**src/rtl/key_scan_pkg.sv**
```systemverilog
// Shared types and constants for the 4x4 keypad scanner.
// A frame result is a 5-bit value: a key index 0..15, or KEY_NONE.
package key_scan_pkg;
    localparam int KEY_ROWS = 4;
    localparam int KEY_COLS = 4;
    localparam int CODE_W   = 4;
    localparam int NKEYS    = KEY_ROWS * KEY_COLS;

    typedef enum logic [1:0] {IDLE, PRESS_DB, HELD, REL_DB} scan_state_e;

    typedef logic [CODE_W:0] key_res_t;
    localparam key_res_t KEY_NONE = 5'h10;

    // Exactly one bit set gives that key; zero or several keys give KEY_NONE.
    function automatic key_res_t frame_result(input logic [NKEYS-1:0] f);
        key_res_t r;
        int       n;
        r = KEY_NONE;
        n = 0;
        for (int i = 0; i < NKEYS; i++) begin
            if (f[i]) begin
                n++;
                r = key_res_t'(i);
            end
        end
        return (n == 1) ? r : KEY_NONE;
    endfunction
endpackage

```
**src/rtl/key_matrix_scan_if.sv**
```systemverilog
// Keypad pins plus the key event handshake toward the consumer.
interface key_matrix_scan_if;
    logic [key_scan_pkg::KEY_COLS-1:0] key_col;
    logic [key_scan_pkg::KEY_ROWS-1:0] key_row;
    logic [key_scan_pkg::CODE_W-1:0]   key_code;
    logic                              key_valid;
    logic                              key_ready;
    logic                              key_held;
    logic                              key_ovf;

    modport master (
        input  key_col, key_ready,
        output key_row, key_code, key_valid, key_held, key_ovf
    );
    modport slave (
        output key_col, key_ready,
        input  key_row, key_code, key_valid, key_held, key_ovf
    );
endinterface

```
**src/rtl/key_scan_tick.sv**
```systemverilog
// Scan-step timebase: tick every TICK_DIV clocks, rotating one-cold row drive.
module key_scan_tick
    import key_scan_pkg::*;
#(
    parameter int TICK_DIV = 50000
) (
    input  logic                clk,
    input  logic                rst_n,
    output logic                tick,
    output logic [1:0]          row_index,
    output logic [KEY_ROWS-1:0] key_row
);
    localparam int            CW   = $clog2(TICK_DIV);
    localparam logic [CW-1:0] LAST = CW'(TICK_DIV - 1);

    logic [CW-1:0] cnt;
    logic [1:0]    row_next;

    assign tick     = (cnt == LAST);
    assign row_next = row_index + 2'd1;

    // key_row is registered so the pins never glitch while the index decodes.
    always_ff @(posedge clk or negedge rst_n) begin
        if (!rst_n) begin
            cnt       <= '0;
            row_index <= '0;
            key_row   <= 4'b1110;
        end else begin
            cnt <= tick ? '0 : cnt + 1'b1;
            if (tick) begin
                row_index <= row_next;
                key_row   <= ~(4'b0001 << row_next);
            end
        end
    end
endmodule

```
**src/rtl/key_matrix_scan.sv**
```systemverilog
// 4x4 keypad scanner: synchronizes columns, builds full-matrix frames,
// debounces whole frames and hands press events to a ready/valid consumer.
module key_matrix_scan
    import key_scan_pkg::*;
#(
    parameter int TICK_DIV = 50000,
    parameter int DEBOUNCE = 4
) (
    input logic               clk,
    input logic               rst_n,
    key_matrix_scan_if.master kbd
);
    localparam logic [3:0] DB = 4'(DEBOUNCE);

    logic [KEY_COLS-1:0] col_s1, col_s2;
    logic                tick;
    logic [1:0]          row_index;
    logic [KEY_ROWS-1:0] key_row;
    logic [NKEYS-1:0]    frame, frame_now;
    logic                frame_done;
    key_res_t            res;
    scan_state_e         state, nstate;
    logic [CODE_W-1:0]   cand, ncand, code;
    logic [3:0]          cnt, ncnt, cnt_inc;
    logic                evt, drop, valid, ovf;

    always_ff @(posedge clk or negedge rst_n) begin
        if (!rst_n) begin
            col_s1 <= '1;
            col_s2 <= '1;
        end else begin
            col_s1 <= kbd.key_col;
            col_s2 <= col_s1;
        end
    end

    key_scan_tick #(.TICK_DIV(TICK_DIV)) u_tick (
        .clk       (clk),
        .rst_n     (rst_n),
        .tick      (tick),
        .row_index (row_index),
        .key_row   (key_row)
    );

    // Current row's sample merged into the partial frame.
    always_comb begin
        frame_now = frame;
        for (int c = 0; c < KEY_COLS; c++) begin
            if (!col_s2[c]) frame_now[{row_index, 2'(c)}] = 1'b1;
        end
    end

    assign frame_done = tick && (row_index == 2'd3);
    assign res        = frame_result(frame_now);
    assign cnt_inc    = cnt + 4'd1;

    always_ff @(posedge clk or negedge rst_n) begin
        if (!rst_n) begin
            frame <= '0;
            state <= IDLE;
            cand  <= '0;
            cnt   <= '0;
        end else begin
            if (tick) frame <= frame_done ? '0 : frame_now;
            state <= nstate;
            cand  <= ncand;
            cnt   <= ncnt;
        end
    end

    always_comb begin
        nstate = state;
        ncand  = cand;
        ncnt   = cnt;
        evt    = 1'b0;
        if (frame_done) begin
            case (state)
                IDLE: if (res != KEY_NONE) begin
                    ncand = res[CODE_W-1:0];
                    ncnt  = 4'd1;
                    if (DB == 4'd1) begin
                        nstate = HELD;
                        evt    = 1'b1;
                    end else begin
                        nstate = PRESS_DB;
                    end
                end
                PRESS_DB: if (res == KEY_NONE) begin
                    nstate = IDLE;
                    ncnt   = '0;
                end else if (res[CODE_W-1:0] == cand) begin
                    ncnt = cnt_inc;
                    if (cnt_inc == DB) begin
                        nstate = HELD;
                        evt    = 1'b1;
                    end
                end else begin
                    ncand = res[CODE_W-1:0];
                    ncnt  = 4'd1;
                end
                // A single NONE frame already completes release when DB is 1.
                HELD: if (res == KEY_NONE) begin
                    nstate = (DB == 4'd1) ? IDLE : REL_DB;
                    ncnt   = (DB == 4'd1) ? 4'd0 : 4'd1;
                end
                REL_DB: if (res == KEY_NONE) begin
                    ncnt = cnt_inc;
                    if (cnt_inc == DB) begin
                        nstate = IDLE;
                        ncnt   = '0;
                    end
                end else begin
                    nstate = HELD;
                    ncnt   = '0;
                end
                default: nstate = IDLE;
            endcase
        end
    end

    // A pending, unaccepted event blocks a new one; simultaneous accept frees the slot.
    assign drop = evt && valid && !kbd.key_ready;

    always_ff @(posedge clk or negedge rst_n) begin
        if (!rst_n) begin
            code  <= '0;
            valid <= 1'b0;
            ovf   <= 1'b0;
        end else begin
            ovf <= drop;
            if (evt && !drop) begin
                code  <= ncand;
                valid <= 1'b1;
            end else if (valid && kbd.key_ready) begin
                valid <= 1'b0;
            end
        end
    end

    assign kbd.key_row   = key_row;
    assign kbd.key_code  = code;
    assign kbd.key_valid = valid;
    assign kbd.key_ovf   = ovf;
    assign kbd.key_held  = (state == HELD) || (state == REL_DB);
endmodule

```
**src/flat_wrapper.sv**
```systemverilog
// flat-port wrapper written by rule: the top's interface ports become plain ports
module key_matrix_scan_flat import key_scan_pkg::*;
#(
    parameter int TICK_DIV = 50000,
    parameter int DEBOUNCE = 4
)
  (clk, rst_n, kbd_key_col, kbd_key_ready, kbd_key_row, kbd_key_code, kbd_key_valid, kbd_key_held, kbd_key_ovf);
  key_matrix_scan_if kbd_i ();
  input logic clk;
  input logic rst_n;
  input wire logic [$bits(kbd_i.key_col)-1:0] kbd_key_col;
  input wire logic [$bits(kbd_i.key_ready)-1:0] kbd_key_ready;
  output wire logic [$bits(kbd_i.key_row)-1:0] kbd_key_row;
  output wire logic [$bits(kbd_i.key_code)-1:0] kbd_key_code;
  output wire logic [$bits(kbd_i.key_valid)-1:0] kbd_key_valid;
  output wire logic [$bits(kbd_i.key_held)-1:0] kbd_key_held;
  output wire logic [$bits(kbd_i.key_ovf)-1:0] kbd_key_ovf;
  assign kbd_i.key_col = kbd_key_col;
  assign kbd_i.key_ready = kbd_key_ready;
  assign kbd_key_row = kbd_i.key_row;
  assign kbd_key_code = kbd_i.key_code;
  assign kbd_key_valid = kbd_i.key_valid;
  assign kbd_key_held = kbd_i.key_held;
  assign kbd_key_ovf = kbd_i.key_ovf;
  key_matrix_scan #(.TICK_DIV(TICK_DIV), .DEBOUNCE(DEBOUNCE)) u_core (.clk(clk), .rst_n(rst_n), .kbd(kbd_i));
endmodule
```
**config.mk**
```make
export PLATFORM = sky130hd
export DESIGN_NAME = key_matrix_scan_flat
export DESIGN_NICKNAME = d
export VERILOG_FILES = /design/src/rtl/key_scan_pkg.sv /design/src/rtl/key_matrix_scan_if.sv /design/src/rtl/key_scan_tick.sv /design/src/rtl/key_matrix_scan.sv /design/src/flat_wrapper.sv
export SDC_FILE = /design/constraint.sdc
export NUM_CORES = 1
export LEC_CHECK = 0
export ABC_AREA = 1
export CAP_MARGIN = 25
export CORE_MARGIN = 5
export CORE_UTILIZATION = 57
export DETAILED_ROUTE_END_ITERATION = 12
export PLACE_DENSITY = 0.78
export SETUP_SLACK_MARGIN = 0.2
export SYNTH_ARGS = -nofsm -noshare
export SYNTH_HDL_FRONTEND = slang
export SYNTH_SLANG_ARGS = --single-unit
```
**constraint.sdc**
```tcl
create_clock -name clk -period 10.1 [get_ports clk]
set_input_delay 3.03 -clock clk [delete_from_list [all_inputs] [get_ports clk]]
set_output_delay 3.03 -clock clk [all_outputs]
set_load 0.01 [all_outputs]
```
==> flow_summary.json, run 1 <==
{
  "status": "finished clean",
  "grtUsageTotal": 0.202,
  "post-route-period-util": 0.946,
  "cpPeakStageDelay_ns": 0.42,
  "synth.net_count": 766,
  "highest_layer": "met4",
  "initial_core_util": 0.586,
  "clk_pin_slew_worst_paths_ns": 0.07,
  "vdd_drop_max_v": 0.000110,
  "netlist_instances": 735,
  "synth_top_family_by_area": "simple AND/OR/NAND/NOR gates",
  "core_sq_um": 8720,
  "r2r-end": "u_core.kbd.key_code[0]",
  "postSynth.asyncResetShare": 1.00,
  "p_leak_nw": 2.89,
  "endpoint_kind": "flop",
  "hold_depth": 0,
  "clock-sinks": 62,
  "dp_slack_ns": -0.249,
  "regArea_sq_um": 1570,
  "required_ns": 10.34,
  "insertion_delay_ns": 0.35,
  "dieArea_sq_um": 11000,
  "finClkSkew_ns": 0.0123,
  "met1Wirelength_mm": 5.19,
  "worst-setup-path-type": "flop to flop",
  "drt_wl_total_mm": 11.3,
  "clkPwrFrac": 0.413,
  "yosys.area.top_type": "dfrtp_1",
  "power_switching_w": 0.000158,
  "grt_pass1_wl_mm": 19.4,
  "max_freq_mhz": 105,
  "place_congestion": 0.882,
  "met3_wirelength_um": 246,
  "cp_max_fo": 7,
  "gr-total-overflow": 0,
  "area_delta_synth_final_pct": 16.6,
  "final_util": 0.683,
  "synth_top_area_frac": 0.250,
  "ctsRootBufferMaster": "clkbuf_8",
  "tightest_slew_ns": 0.755,
  "final-max-slew-violation-count": 0,
  "ys_ff_latch": 62,
  "combPwrFrac": 0.154,
  "swShare": 0.272,
  "critPathLaunchType": "flop",
  "slew_headroom": 0.496,
  "seqPwrFrac": 0.433,
  "min_to": "u_core.col_s2[2]",
  "detail-route-antenna-nets": 0,
  "drt-vias-per-instance": 5.45,
  "fin_ws_ns": 0.547,
  "arrival_ns": 9.79,
  "final_nets": 810,
  "fp.dieH_um": 105,
  "grt_max_degree": 63,
  "yosys_most_used_dff": "dfrtp_1",
  "synth_adder_area_share": 0.0588,
  "row_count": 34,
  "grt_pass1_vias": 4671,
  "cp_num_buf_inv": 8,
  "synth_compound_area_frac": 0.0881,
  "yosys_warnings": 0,
  "antenna_found_initial": 0,
  "synthXorXnorAreaFrac": 0.00857,
  "hp-class": "flop to flop",
  "num_vias": 4859,
  "critPathTopFamily": "simple AND/OR/NAND/NOR gates",
  "synth.distinct_cells": 44,
  "synth.avg_cell_area_sq_um": 6.95,
  "path_common_cell": "nand2_2",
  "die-width_um": 105,
  "cts_buffers": 9,
  "drive_gt1_frac": 0.255,
  "nFillCells": 714,
  "synth.area.mux_share": 0,
  "synth_area_leaders": "dfrtp_1, nand2_1, inv_1",
  "dp.cells": 858,
  "power_w": 0.000583,
  "cap_violations": 0,
  "insertedDiodeCount": 0,
  "period_minus_slack_ns": 9.55,
  "drtIter0Drc": 216,
  "multi_input_area_sq_um": 3240,
  "holdWs_ns": 0.357,
  "port_buffers": 17,
  "pin_count": 18,
  "cts_buffer_depth": 2,
  "hold_viol_final": 0,
  "dp_hpwl_mm": 8.31,
  "r2r_start": "u_core.u_tick.row_index[0]",
  "route.detailed.drc": 0,
  "layout.cells.non_filler": 892,
  "finalSetupViolations": 0,
  "cts_max_level": 3,
  "wl_met2_mm": 5.69,
  "hold_buffers": 0,
  "min-delay-start": "u_core.col_s1[2]",
  "grt_setup_unrepaired": "no",
  "ff2ff_setup_slack_ns": 0.55,
  "firstDrtPassIters": 5,
  "cts_tree": "yes",
  "r2r_cells": 63,
  "netlist_area_sq_um": 5110,
  "synthSimpleGateAreaFrac": 0.444,
  "p_int_w": 0.000424,
  "synth_edf_count": 0,
  "wire_per_inst_um": 12.7,
  "slowest_stage": "dfrtp_2",
  "ys_seq_area_frac": 0.306,
  "power_density_nw_per_um2": 97.8
}
-- synth_stat cells, types with 2 or more instances --
cell	instances
o211ai_1	2
nand2_2	36
xor2_1	3
a21oi_1	22
and2_1	3
nand3_1	78
nor2_1	63
a21oi_2	2
o21ai_2	3
xnor2_1	2
o21ai_1	8
ha_1	24
nand3_4	2
nand3_2	26
or2_2	4
nand2_4	8
inv_1	106
inv_2	15
o22ai_1	2
clkbuf_1	5
dfrtp_1	51
o21a_1	2
nor2_4	3
nor2_2	8
nand3b_1	10
nor3_1	6
nor4_1	4
nand2_1	165
o21ai_0	30
dfstp_2	11
nand4_1	18
-- worst reg2reg max path: cells and delay by family (launching register included) --
family,cells,cell delay (ns)
buf+inv,8,0.52
fa+ha+maj,14,3.64
compound gates,4,0.48
flops,1,0.42
simple gates,37,4.38
-- through the flow --
step,area (sq um),TNS (ns)
floorplan,5110,0
CTS,5730,0
global route,5960,0
detailed placement,5420,-2.18
finish,5960,0
global placement,5420,0
-- area by class of cell --
type	instances	area share
Multi-Input combinational cell	545	0.544
Sequential cell	62	0.263
Inverter	123	0.0788
Timing Repair Buffer	38	0.0542
Tap cell	108	0.0227
Clock buffer	9	0.0208
Clock inverter	7	0.0166
-- kinds of logic (layout without fill, tap and decap cells) --
family	after synthesis	after routing
AND/OR/NAND/NOR	438	438
buffers and inverters	128	177
flip-flops	62	62
AO/OA/AOI/OAI	78	78
XOR/XNOR	5	5
adder cells (fa/ha/maj)	24	24
-- power by group through the flow --
stage	sequential (W)	clock (W)	combinational, W
final	0.000252	0.000241	0.0000898
after CTS	0.000252	0.000242	0.0000770
after global routing	0.000252	0.000257	0.000101
after detailed placement	0.000257	0	0.0000731
after floorplan	0.000257	0	0.0000544
after global placement	0.000257	0	0.0000692
-- per-layer routing --
layer | global-route usage | up-vias
li1 | - | 2480
met1 | 0.255 | 2272
met2 | 0.363 | 86
met3 | 0.0148 | 21
met4 | 0.0703 | 0
met5 | 0 | -
-- cells in the final DEF (no fill, tap or decap), types with 5 or more instances in the layout --
master,instances
buf_4,21
nand3b_1,10
nand3_1,73
a21oi_1,20
dfstp_2,11
nand4_1,18
clkbuf_8,9
nand2_2,53
inv_2,17
o21ai_2,5
nor2_1,62
nand3_2,30
clkdlybuf4s50_1,16
nand2_4,10
ha_1,22
nand2_1,146
nor3_1,6
inv_1,102
o21ai_1,9
nor2_2,9
o21ai_0,27
dfrtp_1,50
-- worst max path at each step --
| stage | from | end | slack [ns] | cells after the start |
|---|---|---|---|---|
| 6_report | u_core.u_tick.row_index[0] | u_core.kbd.key_code[0] | 0.55 | 63 |
| 4_1_cts | u_core.u_tick.row_index[0] | u_core.kbd.key_code[0] | 0.20 | 64 |
| 3_5_place_dp | u_core.u_tick.row_index[0] | u_core.kbd.key_code[0] | -0.25 | 64 |
| 2_1_floorplan | u_core.u_tick.row_index[0] | flop | 0.58 | 61 |
| 5_1_grt | u_core.u_tick.row_index[0] | u_core.kbd.key_code[0] | 0.05 | 65 |
| 3_3_place_gp | u_core.u_tick.row_index[0] | u_core.kbd.key_code[2] | 0.17 | 63 |
-- state kept, by name (all words and copies together), names as in the netlist, named ones only --
| register | flops |
|---|---|
| u_core.u_tick.key_row | 4 |
| u_core.kbd.key_ovf | 1 |
| u_core.col_s1 | 4 |
| u_core.col_s2 | 4 |
| u_core.kbd.key_code | 4 |
| u_core.frame | 16 |
| u_core.cand | 4 |
| u_core.u_tick.row_index | 2 |
| u_core.state | 1 |
| u_core.kbd.key_valid | 1 |
| u_core.u_tick.cnt | 16 |
| u_core.cnt | 4 |
-- timing repair --
item	in CTS	in global routing
endpoints found under the setup margin	16	16
resized for setup	10	45
endpoints found under the hold margin	0	0
gates cloned	0	0
setup buffers	9	9
pin swaps	3	15
Note: power is estimated with default switching activity, not from simulation.
==> inputs of run 2 (changes only) <==
Settings changed: SYNTH_HIERARCHICAL from default to 1.
==> run 2 against run 1 <==
Effect of this change: total power shrank 9.0%; non-clock buffer count shrank 6; die area grew 1.3%; cell area shrank 1.2%; clock power shrank 21%; flip-flop and latch count is the same.
==> flow_summary.json, run 2 <==
{
  "post-route-period-util": 0.929,
  "ctsRootBufferMaster": "clkbuf_8",
  "gr-total-overflow": 0,
  "worst-setup-path-type": "flop to flop",
  "cts_buffers": 9,
  "endpoint_kind": "flop",
  "final_nets": 839,
  "min-delay-start": "u_core/col_s1[1]",
  "postSynth.asyncResetShare": 1.00,
  "status": "finished clean",
  "grtUsageTotal": 0.196,
  "drive_gt1_frac": 0.204,
  "clock-sinks": 62,
  "hold_buffers": 0,
  "insertion_delay_ns": 0.34,
  "grt_use_met1": 0.260,
  "antenna_found_initial": 0,
  "power_density_nw_per_um2": 90.1,
  "synth_area_leaders": "dfrtp_1, nand2_1, inv_1",
  "yosys_most_used_dff": "dfrtp_1",
  "slowest_stage": "dfstp_2",
  "use_met2": 0.326,
  "insertedDiodeCount": 0,
  "synth_edf_count": 0,
  "dp_slack_ns": 0.293,
  "r2r_cells": 66,
  "initial_core_util": 0.589,
  "netlist_instances": 774,
  "arrival_ns": 9.60,
  "wire_per_inst_um": 11.7,
  "required_ns": 10.32,
  "cp_max_fo": 6,
  "yosys_warnings": 6,
  "ff2ff_setup_slack_ns": 0.72,
  "finClkSkew_ns": 0.00969,
  "synth.avg_cell_area_sq_um": 6.70,
  "max_freq_mhz": 107,
  "path_common_cell": "nand2_1",
  "grtUsageMet3": 0.0318,
  "final_common_cell": "nand2_1",
  "finalSetupViolations": 0,
  "die-width_um": 105,
  "drt-vias-per-instance": 5.25,
  "synth.distinct_cells": 44,
  "fin_tns_setup_ns": 0,
  "slew_headroom": 0.492,
  "final_cell_mix": "nand2_1, inv_1, nor2_1",
  "hp-class": "flop to flop",
  "critPathLaunchType": "flop",
  "reg_top3": "u_core/frame (16), u_core/u_tick/cnt (16)",
  "ys_seq_area_frac": 0.302,
  "vdd_drop_max_v": 0.000130,
  "hold_depth": 0,
  "dieArea_sq_um": 11100,
  "grt_pass1_wl_mm": 18.8,
  "place_congestion": 0.882,
  "cts_tree": "yes",
  "pin_count": 18,
  "grt_setup_unrepaired": "no",
  "min_to": "u_core/col_s2[1]",
  "cpPeakStageDelay_ns": 0.59,
  "core_sq_um": 8810,
  "yosysMostFrequentCell": "nand2_1",
  "cap_violations": 0,
  "dp.cells": 894,
  "fp.dieH_um": 105,
  "synth_common_cells": "nand2_1, inv_1, nand3_1, nor2_1, dfrtp_1",
  "row_count": 34,
  "synth_top_area_frac": 0.246,
  "drt_wl_total_mm": 10.8,
  "hold_viol_final": 0,
  "cts_max_level": 3,
  "port_buffers": 17,
  "netlist_area_sq_um": 5180,
  "drtIter0Drc": 252,
  "ys_ff_latch": 62,
  "r2r_start": "u_core/col_s2[1]",
  "startpoint": "u_core/col_s2[1]",
  "fin_ws_ns": 0.722,
  "area_delta_synth_final_pct": 13.5,
  "p_leak_nw": 2.98,
  "grt_pass1_vias": 4440,
  "clk_pin_slew_worst_paths_ns": 0.07,
  "detail-route-antenna-nets": 0,
  "critPathTopFamily": "simple AND/OR/NAND/NOR gates",
  "dp_hpwl_mm": 8.16,
  "route.detailed.drc": 0,
  "final-max-slew-violation-count": 0,
  "synth.net_count": 801,
  "firstDrtPassIters": 5,
  "tightest_slew_ns": 0.762,
  "period_minus_slack_ns": 9.38,
  "cts_buffer_depth": 2,
  "r2r-end": "u_core/state[0]",
  "top_usage_layer": "met2",
  "cp_num_buf_inv": 9,
  "grt_max_degree": 63,
  "num_vias": 4860,
  "layout.cells.non_filler": 925,
  "yosys.area.top_type": "dfrtp_1"
}
-- run 2: routing by layer --
metal  share of wire  up-vias
met4           0.013        0
met1            0.47     2205
met3           0.030       17
met2            0.48       90
li1                -     2548
met5               0        -
-- run 2: through the flow --
step | util | total power, W | hold slack (ns) | area, sq um
3_5_place_dp | 0.619 | 0.000329 | 0.347 | 5450
5_1_grt | 0.668 | 0.000562 | 0.362 | 5880
6_report | 0.668 | 0.000530 | 0.356 | 5880
3_3_place_gp | 0.619 | 0.000326 | 0.346 | 5450
2_1_floorplan | - | 0.000312 | 0.345 | 5180
4_1_cts | 0.639 | 0.000521 | 0.357 | 5630
-- run 2: final cells by class --
type | count | area [sq um]
Inverter | 124 | 468
Clock buffer | 12 | 145
Multi-Input combinational cell | 583 | 3230
Sequential cell | 62 | 1570
Timing Repair Buffer | 32 | 308
Fill cell | 729 | 2920
Clock inverter | 4 | 32.5
Tap cell | 108 | 135
-- run 2: worst max-delay path by stage --
stage                        endpoint  slack (ns)  cells after the start
2_1_floorplan         u_core/state[0]        1.35                     65
3_3_place_gp   u_core/kbd.key_code[1]        0.70                     63
3_5_place_dp   u_core/kbd.key_code[0]        0.29                     63
4_1_cts        u_core/kbd.key_code[0]        0.24                     63
5_1_grt                          flop        0.10                     67
6_report              u_core/state[0]        0.72                     66
-- run 2: what timing repair did --
item / in CTS / in global routing
hold endpoints to repair: 0 / 0
endpoints found under the setup margin: 0 / 16
buffers inserted: 0 / 13
gates resized for setup: 0 / 27
-- run 2: cells by family after synthesis --
family | count (synthesis) | synth area share
fa+ha+maj | 20 | 0.0483
compound gates | 70 | 0.0845
xor+xnor | 7 | 0.0118
flops | 62 | 0.302
buf+inv | 130 | 0.0989
simple gates | 485 | 0.455
-- run 2: power by group --
part / internal, W / switching (W) / total (W)
Combinational: 0.0000328 / 0.0000541 / 0.0000869
Clock: 0.0000966 / 0.0000939 / 0.000190
Sequential: 0.000251 / 0.00000141 / 0.000253
Total: 0.000381 / 0.000149 / 0.000530
